==> src/rtl/seg_scan_controller.sv <==
// seg_scan_controller: drives an active-low seven-segment bus shared by DIGITS
// positions. Each digit gets a BLANK gap and then a SHOW slot. Digit updates
// are double-buffered so that they only take effect at frame wraps.
module seg_scan_controller #(
  parameter int DIGITS       = 4,
  parameter int TICK_DIV     = 50000,
  parameter int BLANK_CYCLES = 1000
) (
  input  logic                  clk,
  input  logic                  reset,
  input  logic                  upd_valid,
  input  logic [4*DIGITS-1:0]   upd_val,
  input  logic [DIGITS-1:0]     upd_en,
  output logic [6:0]            seg,
  output logic [DIGITS-1:0]     an,
  output logic [2:0]            cur_digit,
  output logic                  frame_done
);

  localparam int CNT_MAX = (TICK_DIV > BLANK_CYCLES) ? TICK_DIV : BLANK_CYCLES;
  localparam int CW      = (CNT_MAX > 1) ? $clog2(CNT_MAX) : 1;
  localparam int IW      = (DIGITS > 1) ? $clog2(DIGITS) : 1;

  typedef enum logic {BLANK, SHOW} phase_t;

  phase_t                phase_q, phase_d;
  logic [CW-1:0]         cnt_q, cnt_d;
  logic [IW-1:0]         idx_q, idx_d;
  logic [4*DIGITS-1:0]   shadow_val_q, shadow_val_d;
  logic [DIGITS-1:0]     shadow_en_q, shadow_en_d;
  logic [4*DIGITS-1:0]   pend_val_q, pend_val_d;
  logic [DIGITS-1:0]     pend_en_q, pend_en_d;
  logic                  pend_q, pend_d;
  logic                  started_q, started_d;
  logic [6:0]            seg_q, seg_d;
  logic [DIGITS-1:0]     an_q, an_d;
  logic [2:0]            cur_digit_q, cur_digit_d;
  logic                  frame_done_q, frame_done_d;
  logic                  wrap;
  logic [3:0]            nib;

  // Hex nibble to active-low gfedcba pattern
  function automatic logic [6:0] decode(input logic [3:0] v);
    logic [6:0] s;
    case (v)
      4'h0: s = 7'b1000000;
      4'h1: s = 7'b1111001;
      4'h2: s = 7'b0100100;
      4'h3: s = 7'b0110000;
      4'h4: s = 7'b0011001;
      4'h5: s = 7'b0010010;
      4'h6: s = 7'b0000010;
      4'h7: s = 7'b1111000;
      4'h8: s = 7'b0000000;
      4'h9: s = 7'b0010000;
      4'hA: s = 7'b0001000;
      4'hB: s = 7'b0000011;
      4'hC: s = 7'b1000110;
      4'hD: s = 7'b0100001;
      4'hE: s = 7'b0000110;
      default: s = 7'b0001110;
    endcase
    return s;
  endfunction

  // Next-state: phase/counter sequencing, update buffering, registered outputs
  always_comb begin
    phase_d      = phase_q;
    cnt_d        = cnt_q;
    idx_d        = idx_q;
    shadow_val_d = shadow_val_q;
    shadow_en_d  = shadow_en_q;
    pend_val_d   = pend_val_q;
    pend_en_d    = pend_en_q;
    pend_d       = pend_q;
    started_d    = 1'b1;
    wrap         = 1'b0;

    // The first edge after reset release is the entry edge of digit 0's
    // BLANK, so the counter holds there; this keeps SHOW at edge BLANK_CYCLES
    // and the first wrap at edge DIGITS*(BLANK_CYCLES+TICK_DIV).
    if (started_q) begin
      case (phase_q)
        BLANK: begin
          if (cnt_q == CW'(BLANK_CYCLES - 1)) begin
            phase_d = SHOW;
            cnt_d   = '0;
          end else begin
            cnt_d = cnt_q + 1'b1;
          end
        end
        default: begin
          if (cnt_q == CW'(TICK_DIV - 1)) begin
            phase_d = BLANK;
            cnt_d   = '0;
            if (idx_q == IW'(DIGITS - 1)) begin
              idx_d = '0;
              wrap  = 1'b1;
            end else begin
              idx_d = idx_q + 1'b1;
            end
          end else begin
            cnt_d = cnt_q + 1'b1;
          end
        end
      endcase
    end

    // A strobe on the wrap edge bypasses the pending buffer and supersedes it
    if (wrap) begin
      if (upd_valid) begin
        shadow_val_d = upd_val;
        shadow_en_d  = upd_en;
      end else if (pend_q) begin
        shadow_val_d = pend_val_q;
        shadow_en_d  = pend_en_q;
      end
      pend_d = 1'b0;
    end else if (upd_valid) begin
      pend_val_d = upd_val;
      pend_en_d  = upd_en;
      pend_d     = 1'b1;
    end

    nib          = shadow_val_d[4*int'(idx_d) +: 4];
    seg_d        = 7'h7F;
    an_d         = '1;
    if (phase_d == SHOW && shadow_en_d[idx_d]) begin
      seg_d        = decode(nib);
      an_d[idx_d]  = 1'b0;
    end
    cur_digit_d  = 3'(idx_d);
    frame_done_d = wrap;
  end

  // State and output registers with synchronous active-low reset
  always_ff @(posedge clk) begin
    if (!reset) begin
      phase_q      <= BLANK;
      cnt_q        <= '0;
      idx_q        <= '0;
      shadow_val_q <= '0;
      shadow_en_q  <= '0;
      pend_val_q   <= '0;
      pend_en_q    <= '0;
      pend_q       <= 1'b0;
      started_q    <= 1'b0;
      seg_q        <= 7'h7F;
      an_q         <= '1;
      cur_digit_q  <= '0;
      frame_done_q <= 1'b0;
    end else begin
      phase_q      <= phase_d;
      cnt_q        <= cnt_d;
      idx_q        <= idx_d;
      shadow_val_q <= shadow_val_d;
      shadow_en_q  <= shadow_en_d;
      pend_val_q   <= pend_val_d;
      pend_en_q    <= pend_en_d;
      pend_q       <= pend_d;
      started_q    <= started_d;
      seg_q        <= seg_d;
      an_q         <= an_d;
      cur_digit_q  <= cur_digit_d;
      frame_done_q <= frame_done_d;
    end
  end

  assign seg        = seg_q;
  assign an         = an_q;
  assign cur_digit  = cur_digit_q;
  assign frame_done = frame_done_q;

endmodule

==> config.mk <==
export PLATFORM = sky130hd
export DESIGN_NAME = seg_scan_controller
export DESIGN_NICKNAME = d
export VERILOG_FILES = /design/src/rtl/seg_scan_controller.sv
export SDC_FILE = /design/constraint.sdc
export NUM_CORES = 1
export LEC_CHECK = 0
export ABC_AREA = 1
export ABC_CLOCK_PERIOD_IN_PS = 2600
export BUFFER_PORTS_ARGS = -buffer_cell sky130_fd_sc_hd__buf_2
export CORE_MARGIN = 1
export CORE_UTILIZATION = 50
export DETAILED_ROUTE_END_ITERATION = 8
export PLACE_DENSITY = 0.69
export SYNTH_ARGS = -nofsm -noshare
export SYNTH_HDL_FRONTEND = slang
export SYNTH_SLANG_ARGS = --single-unit
==> constraint.sdc <==
create_clock -name clk -period 2.6 [get_ports clk]
set_input_delay 0.26 -clock clk [delete_from_list [all_inputs] [get_ports clk]]
set_output_delay 0.26 -clock clk [all_outputs]
set_load 0.005 [all_outputs]
==> results of run 1 <==
-- layer usage --
metal  part of all wire (%)  wire length, um  up-vias  GRT usage [%]
li1                       -                -     1882              -
met1                     51             4590     1639           32.9
met2                     44             3930       76           37.2
met3                    3.3              300       18           3.88
met4                    1.5              138        0           8.37
met5                      0                0        -              0
-- cell families after synthesis --
kind of cell / after synthesis
buffers and inverters: 86
xor gates and xnor gates: 2
AOI/OAI and AO/OA: 68
adders and majority gates: 8
DFF: 73
and+or+nand+nor: 327
other: 1
-- where the power goes --
part | leakage [uW] | total (uW) | switching [uW] | internal [uW]
Clock | 0.0000888 | 839 | 475 | 364
Combinational | 0.00126 | 139 | 84.7 | 54.0
Sequential | 0.000596 | 1150 | 14.0 | 1140
-- area by class of cell --
| type | count | area share (%) |
|---|---|---|
| clock buffers | 9 | 2.79 |
| clock inverters | 7 | 1.38 |
| well taps | 99 | 2.79 |
| multi-input cells | 406 | 46.9 |
| flip-flops and latches | 73 | 33.0 |
| inverters | 72 | 6.11 |
| repair buffers | 52 | 7.04 |
-- sequential cells by signal, summed over array words and instances, names as in the netlist --
name / cells
cnt_q: 16
pend_val_q: 16
shadow_val_q: 16
seg: 7
an: 4
pend_en_q: 4
shadow_en_q: 4
cur_digit: 2
frame_done: 1
pend_q: 1
phase_q: 1
started_q: 1
-- placed cells by master (no fill, tap or decap), drive strengths merged, types with 11 or more instances in the layout --
cell   count
nand3     35
nor3      11
o22ai     12
nand2    184
o21ai     11
buf       52
inv       75
a21oi     42
nor2      81
dfxtp     73
-- repair_timing --
item                                    4_1_cts  5_1_grt
endpoints found under the setup margin        6        7
buffers inserted                              1        2
cloned                                        0        0
resized for setup                             2       20
pin swaps                                     1        3
hold endpoints to repair                      0        0
-- worst max path at each step --
stage,startpoint,to,slack [ns],cells after the start
6_report,cnt_q[0],seg[1],0.19,16
5_1_grt,cnt_q[10],seg[0],-0.009,15
4_1_cts,cnt_q[0],seg[1],0.03,16
3_5_place_dp,cnt_q[0],seg[3],-0.07,17
3_3_place_gp,cnt_q[0],seg[3],0.02,17
2_1_floorplan,cnt_q[0],seg[1],0.31,16
-- stage by stage --
| stage | TNS (ns) | power [uW] | util [%] |
|---|---|---|---|
| finish | 0 | 2130 | 60.6 |
| detailed placement | -0.290 | 1310 | 56.7 |
| floorplan | 0 | 1260 | - |
| CTS | 0 | 2160 | 59.4 |
| global placement | 0 | 1310 | 56.7 |
| global route | -0.00884 | 2220 | 60.6 |
-- cells in the mapped netlist (all sizes together), types with 2 or more instances --
library cell,instances,area share [%]
inv,71,7.0
clkbuf,5,0.49
ha,8,2.6
nor4,2,0.49
dfxtp,73,38
buf,9,1.4
nand2,184,20
o22ai,12,2.0
nor2,81,10
a21oi,42,5.6
nor3,11,1.4
nand4,10,2.4
nand3,35,5.2
xor2,2,0.46
o21ai,11,1.4
==> impl_metrics.py, run 1 <==
metrics = {
    "synth": {
        "synth_cell_types": 37,
        "yosysSeqAreaShare_pct": 38.3,
        "synth_ff_type": "dfxtp_1",
        "ys_warn_count": 0,
        "yosys.area_share.adder_pct": 2.62,
        "synthMuxAreaShare_pct": 0,
        "yosys.area_share.simple_pct": 39.9,
        "synthesis.nets": 596,
        "netlist_area_um2": 3810,
        "synth_top_family_by_area": "simple AND/OR/NAND/NOR gates",
        "ys_seq_elements": 73,
        "async_reset_ff_share_pct": 0,
        "synth-compound-area-share_pct": 9.61,
        "synthXorXnorAreaFrac_pct": 0.459,
        "synth-edff-count": 0,
        "synth.avg_cell_area_um2": 6.75,
        "netlist_instances": 565,
    },
    "cts": {
        "cts.sinks": 73,
        "clkTransAtPathRegs_ns": 0.09,
        "cts-root-buf": "clkbuf_8",
        "cts_tree": "done",
        "holdBufCountCts": 0,
        "clock_path_buffers": 2,
        "htreeDepth": 3,
        "insertion_delay_ns": 0.35,
        "numCtsBuffers": 9,
    },
    "finish": {
        "stdcell_count": 718,
        "seqCellArea_um2": 1470,
        "nets": 645,
        "finish.instance_area_um2": 4450,
        "drive_above_1_share_pct": 21.5,
        "n_fill_cell": 724,
        "multiInputGateArea_um2": 2080,
        "diodes": 0,
        "area_growth_pct": 16.5,
    },
    "global_routing": {
        "overflow": 0,
        "grt_start_max_net_pins": 25,
        "first_global_vias": 3229,
        "antenna_found_initial": 0,
        "grtUsageTotal_pct": 23.7,
        "grt_pass1_wl_mm": 14.7,
    },
    "routing": {
        "drt_pass1_iterations": 5,
        "wl_per_cell_um": 12.5,
        "postRouteWirelength_mm": 8.96,
        "drc": 0,
        "ant_nets": 0,
        "vias_per_cell": 5.03,
        "dr.first_iter.drc_count": 196,
        "vias": 3615,
    },
    "placed_design": {
        "place_congestion": 0.848,
        "portBuffers": 36,
        "dp_hpwl_mm": 6.44,
        "place_ws_ns": -0.0717,
        "dpl_cell_area_um2": 4160,
        "dpl.cell_count": 699,
    },
    "worst_setup_path": {
        "r2r_start": "cnt_q[0]",
        "crit_family": "simple AND/OR/NAND/NOR gates",
        "required_ns": 2.85,
        "rr_worst_depth": 16,
        "cp_max_fo": 5,
        "timing.rr.end": "seg[1]",
        "worstPathCellList": "ha_4, nand3_1, nor2_4, buf_4, nand4_1, nand2_2, nand2_2, inv_2, nand3_1, nand2_1, nor2_4, ha_1, inv_1, nor2_1, a21oi_1, nand2_1",
        "setup.reg_to_reg.worst_slack_ns": 0.19,
        "critical_path.slowest_cell": "dfxtp_2",
        "start_kind": "register",
        "crit_arrival_ns": 2.66,
        "critical-path-max-stage-delay_ns": 0.37,
        "crit_type": "register to register",
        "endpoint_kind": "register",
        "crit_buf_inv": 3,
    },
    "sta": {
        "fin_ws_ns": 0.191,
        "hold_viol": 0,
        "setup_violations": 0,
        "fin_worst_skew_ns": 0.0106,
        "max_slew_margin_pct": 59.9,
        "post-route-period-util_pct": 92.6,
        "fmax_mhz": 415,
        "drv_slew": 0,
        "fin_hold_ws_ns": 0.150,
        "worst_slew_pin_slew_ns": 0.600,
        "fin_crit_ns": 2.41,
    },
    "outcome": {
        "status": "completed",
    },
    "floorplan": {
        "core_area_um2": 7330,
        "start_util_pct": 52.0,
        "die_h_um": 89.4,
        "dieArea_um2": 7980,
        "num_io_pins": 38,
        "rows": 31,
        "die_w_um": 89.4,
    },
    "worst_hold_path": {
        "hold_start": "reset",
        "hp-class": "primary input to register",
        "min_to": "started_q",
        "min_path_cells": 1,
    },
    "run": {
        "drv_cap": 0,
    },
    "power_and_ir_drop": {
        "irDropWorstVdd_mv": 0.300,
        "power_density_nw_per_um2": 480,
        "leakagePower_uw": 0.00195,
    },
}
No activity file was read; power rests on OpenSTA's default activity.
==> run 2, diff against run 1 <==
ABC_CLOCK_PERIOD_IN_PS = 2730   (was 2600)
clock period = 2.73 ns   (was 2.6 ns; I/O delays follow)
==> run 2 against run 1 <==
Via count is 1.6% lower; fmax is 2.8% lower; register-to-register slack better by 0.06 ns; final cell count is 0.56% lower; sequential share of layout area hardly changed; total power is 5.3% higher; global-route usage hardly changed; clock skew is 0.0029 ns lower; non-clock buffer count is 3 lower; die area stayed put; critical path depth is 1 lower; utilization is 0.32 points lower; critical path type unchanged.
==> impl_metrics.py, run 2 (synthesis gave the netlist of run 1 again) <==
metrics = {
    "routing": {
        "postRouteWirelength_mm": 8.62,
        "vias_per_cell": 4.98,
        "dr.first_iter.drc_count": 191,
        "drc": 0,
        "ant_nets": 0,
        "wl_per_cell_um": 12.1,
        "vias": 3557,
        "drt_pass1_iterations": 5,
    },
    "power_and_ir_drop": {
        "power.total_uw": 2240,
        "irDropWorstVdd_mv": 0.270,
        "power_density_nw_per_um2": 508,
        "leakagePower_uw": 0.00196,
    },
    "worst_hold_path": {
        "hp-class": "primary input to register",
    },
    "global_routing": {
        "grt_pass1_wl_mm": 14.5,
        "antenna_found_initial": 0,
        "grt_start_max_net_pins": 26,
        "first_global_vias": 3183,
        "grtUsageTotal_pct": 23.7,
        "overflow": 0,
    },
    "floorplan": {
        "die_h_um": 89.4,
        "dieArea_um2": 7980,
        "core_area_um2": 7330,
        "rows": 31,
        "start_util_pct": 52.0,
        "num_io_pins": 38,
        "die_w_um": 89.4,
    },
    "sta": {
        "fin_crit_ns": 2.48,
        "setup_tns_ns": 0,
        "drv_slew": 0,
        "post-route-period-util_pct": 90.8,
        "setup_violations": 0,
        "worst_slew_pin_slew_ns": 0.789,
        "max_slew_margin_pct": 47.3,
        "fin_worst_skew_ns": 0.00773,
        "hold_viol": 0,
        "fin_ws_ns": 0.251,
        "fmax_mhz": 403,
    },
    "worst_setup_path": {
        "crit_type": "register to register",
        "cp_max_fo": 6,
        "critical_path.slowest_cell": "dfxtp_1",
        "critical-path-max-stage-delay_ns": 0.38,
        "endpoint_kind": "register",
        "required_ns": 2.98,
        "worstPathCellList": "ha_1, inv_1, nand2_1, nand4_2, nand2_4, nand2_1, inv_2, nand3_1, nand2_1, nor2_4, ha_1, inv_1, nor2_1, a21oi_1, nand2_1",
        "start_kind": "register",
        "crit_arrival_ns": 2.73,
        "setup.reg_to_reg.worst_slack_ns": 0.25,
        "path_common_cell": "nand2_1",
    },
    "cts": {
        "cts_tree": "done",
        "clkTransAtPathRegs_ns": 0.08,
        "numCtsBuffers": 9,
        "cts.sinks": 73,
        "holdBufCountCts": 0,
        "clock_path_buffers": 2,
        "htreeDepth": 3,
        "insertion_delay_ns": 0.35,
        "cts-root-buf": "clkbuf_8",
    },
    "finish": {
        "n_fill_cell": 689,
        "diodes": 0,
        "drive_above_1_share_pct": 19.3,
        "mostFrequentLayoutCells": "169 x nand2_1, 73 x dfxtp_1, 64 x nor2_1, 60 x inv_1, 40 x a21oi_1",
        "top_regs": "cnt_q x16, pend_val_q x16, shadow_val_q x16",
        "area_growth_pct": 15.9,
        "multiInputGateArea_um2": 2050,
        "seqCellArea_um2": 1460,
        "layout_commonest_cell": "nand2_1",
        "nets": 642,
    },
    "placed_design": {
        "dp_hpwl_mm": 6.38,
        "portBuffers": 36,
        "place_ws_ns": 0.123,
        "place_congestion": 0.858,
    },
    "run": {
        "drv_cap": 0,
    },
    "outcome": {
        "status": "completed",
    },
}
-- run 2: cell types whose count changed in the layout (fill, tap and decap cells not counted), moves of 2 or more --
cell        before  now
inv_6            3    0
buf_4           15   13
dfxtp_2          6    0
bufinv_16        0    3
clkinvlp_4       2    0
ha_4             2    0
nor2_4          10    8
dfxtp_1         67   73
-- run 2: through the flow --
stage,instances,hold WS [ns],area (um2),utilization (%)
after CTS,712,0.145,4370,59.6
after global placement,697,0.443,4130,56.3
final,714,0.159,4420,60.3
after floorplan,565,0.301,3810,-
after global routing,714,0.159,4420,60.3
after detailed placement,697,0.445,4130,56.3
-- run 2: power by group --
part	switching (uW)	total (uW)	internal [uW]	leakage, uW
sequential	12.6	1100	1090	0.000594
combinational	78.6	126	47.7	0.00125
clock	393	1020	627	0.000122
total	484	2240	1760	0.00196
-- run 2: worst paths after layout --
kind	start	end	cells after the start
hold reg to reg	pend_en_q[2]	pend_en_q[2]	2
hold / removal	reset	started_q	1
setup / recovery	cur_digit[0]	seg[1]	15
setup reg to reg	cur_digit[0]	seg[1]	15
-- run 2: timing repair --
item,in CTS,in global routing
buffers inserted,0,2
resized for setup,0,8
endpoints found under the setup margin,0,7
-- run 2: metal layers --
layer	wire length, um	vias to the layer above	GRT usage (%)
met5	0	-	0
met4	167	0	9.96
met3	389	14	2.95
met2	3730	100	36.2
met1	4330	1563	33.8
li1	-	1880	-
-- run 2: critical path: cells and delay by family, from the launching register on --
| kind | cells | cell delay [ns] |
|---|---|---|
| AO/OA/AOI/OAI | 1 | 0.11 |
| adder cells (fa/ha/maj) | 2 | 0.64 |
| buffers and inverters | 3 | 0.35 |
| flip-flops | 1 | 0.38 |
| AND/OR/NAND/NOR | 9 | 0.91 |
-- run 2: area by class of cell --
class	instances	area share (%)
Clock inverter	5	2.35
Multi-Input combinational cell	406	46.3
Clock buffer	10	3.11
Tap cell	99	2.80
Inverter	72	6.14
Timing Repair Buffer	49	6.28
Sequential cell	73	33.1
==> run 3, diff against run 2 <==
CELL_PAD_IN_SITES_DETAIL_PLACEMENT = 1   (was default)
CELL_PAD_IN_SITES_GLOBAL_PLACEMENT = 1   (was default)
CORE_UTILIZATION = 42   (was 50)
PLACE_DENSITY = default   (was 0.69)
PLACE_DENSITY_LB_ADDON = 0.1   (was default)
SLEW_MARGIN = 0   (was default)
==> run 3 against run 2 <==
First-iteration DRC count is 41% lower; clock power is 7% lower; wire length is 29% higher; fmax is 2.7% lower; register-to-register slack worse by 0.07 ns; die area is 19% higher; count of clock-buffer cells in the layout is 2 higher; critical endpoint is now seg[3]; largest cell class unchanged; highest routed layer unchanged.
==> impl_metrics.py, run 3 (synthesis gave the netlist of run 1 again) <==
metrics = {
    "sta": {
        "worst_slew_pin_slew_ns": 0.850,
        "fin_hold_ws_ns": 0.166,
        "drv_slew": 0,
        "fin_worst_skew_ns": 0.0175,
        "fin_crit_ns": 2.55,
        "fin_ws_ns": 0.182,
        "setup_tns_ns": 0,
        "fmax_mhz": 392,
        "max_slew_margin_pct": 43.3,
        "post-route-period-util_pct": 93.3,
        "hold_viol": 0,
        "setup_violations": 0,
    },
    "worst_setup_path": {
        "worstPathCellList": "ha_2, nand3_1, nor2_4, nand3_4, nor2_4, inv_2, nor2_2, nor2_1, nand2_1, nand2_1, nor2_4, inv_1, ha_1, nand2_2, nand3_1, nand2_1, nand2_1",
        "critical-path-max-stage-delay_ns": 0.36,
        "crit_type": "register to register",
        "path_common_cell": "nand2_1",
        "critical_path.slowest_cell": "dfxtp_1",
        "cp_max_fo": 6,
        "crit_arrival_ns": 2.79,
        "required_ns": 2.98,
        "start_kind": "register",
        "endpoint_kind": "register",
    },
    "cts": {
        "cts_tree": "done",
        "insertion_delay_ns": 0.36,
        "holdBufCountCts": 0,
        "htreeDepth": 3,
        "cts-root-buf": "clkbuf_8",
        "clock_path_buffers": 2,
        "cts.sinks": 73,
        "clkTransAtPathRegs_ns": 0.08,
        "numCtsBuffers": 9,
    },
    "finish": {
        "nets": 651,
        "diodes": 0,
        "stdcell_count": 732,
        "layout_commonest_cell": "nand2_1",
        "top_regs": "cnt_q x16, pend_val_q x16, shadow_val_q x16",
        "mostFrequentLayoutCells": "168 x nand2_1, 70 x dfxtp_1, 63 x nor2_1, 60 x inv_1, 37 x a21oi_1",
        "drive_above_1_share_pct": 21.6,
        "area_growth_pct": 18.3,
    },
    "placed_design": {
        "portBuffers": 36,
        "place_ws_ns": -0.000808,
        "dp_hpwl_mm": 7.98,
        "place_congestion": 0.837,
        "dpl.cell_count": 707,
    },
    "global_routing": {
        "first_global_vias": 3855,
        "grt_pass1_wl_mm": 17.9,
        "grtUsageTotal_pct": 23.2,
        "grt_start_max_net_pins": 26,
        "antenna_found_initial": 0,
        "overflow": 0,
    },
    "routing": {
        "vias": 3749,
        "drt_pass1_iterations": 4,
        "wl_per_cell_um": 15.2,
        "dr.first_iter.drc_count": 113,
        "vias_per_cell": 5.12,
        "drc": 0,
        "postRouteWirelength_mm": 11.1,
        "ant_nets": 0,
    },
    "power_and_ir_drop": {
        "p_comb_share_pct": 6.1,
        "p_int_uw": 1670,
        "irDropWorstVdd_mv": 0.214,
        "switchingPower_uw": 508,
        "leakagePower_uw": 0.00199,
        "pwr-share-seq_pct": 50.4,
        "p_clk_share_pct": 43.5,
        "p_sw_share_pct": 23.3,
        "power_density_nw_per_um2": 483,
        "power.total_uw": 2180,
    },
    "floorplan": {
        "die_w_um": 97.3,
        "die_h_um": 97.3,
        "core_area_um2": 8760,
        "rows": 34,
        "dieArea_um2": 9470,
        "num_io_pins": 38,
        "start_util_pct": 43.5,
    },
    "worst_hold_path": {
        "hp-class": "primary input to register",
    },
    "run": {
        "drv_cap": 0,
    },
    "outcome": {
        "status": "completed",
    },
}
## run 3: through the flow
step / area, um2 / util, %
floorplan: 3810 / -
global placement: 4150 / 47.3
detailed placement: 4150 / 47.3
CTS: 4360 / 49.8
global route: 4510 / 51.5
finish: 4510 / 51.5
## run 3: final cells by class
cell class,instances,area [um2]
Clock inverter,3,65.1
Timing Repair Buffer,57,338
Fill cell,1178,4250
Tap cell,108,135
Multi-Input combinational cell,407,2090
Inverter,72,272
Sequential cell,73,1470
Clock buffer,12,145
## run 3: worst paths after layout
kind	startpoint	to	slack, ns	cells after the start
worst min register to register	pend_en_q[2]	pend_en_q[2]	0.45	2
worst max register to register	cnt_q[1]	seg[3]	0.18	17
worst min-delay path	reset	started_q	0.17	1
worst max-delay path	cnt_q[1]	seg[3]	0.18	17
## run 3: per-layer routing
metal / routed length [um] / track usage, % / up-vias
met5: 0 / 0 / -
met3: 426 / 3.09 / 17
li1: - / - / 1888
met1: 5090 / 31.0 / 1763
met4: 217 / 7.58 / 0
met2: 5380 / 38.7 / 81
## run 3: power by group through the flow
stage          clock (uW)  combinational [uW]  sequential (uW)
6_report              947                 132             1100
5_1_grt              1000                 150             1100
2_1_floorplan           0                79.2             1120
3_3_place_gp            0                 129             1120
3_5_place_dp            0                 130             1120
4_1_cts               961                 131             1100
## run 3: timing repair
item,CTS,global route
gates cloned,0,1
resized for setup,1,19
buffers inserted,0,9
pin swaps,0,4
setup endpoints to repair,4,7
hold endpoints to repair,0,0
## run 3: worst max-delay path, delay by kind of cell (launching register included)
family / cells / cell delay (ns)
fa+ha+maj: 2 / 0.46
flops: 1 / 0.36
buf+inv: 2 / 0.19
simple gates: 13 / 1.40
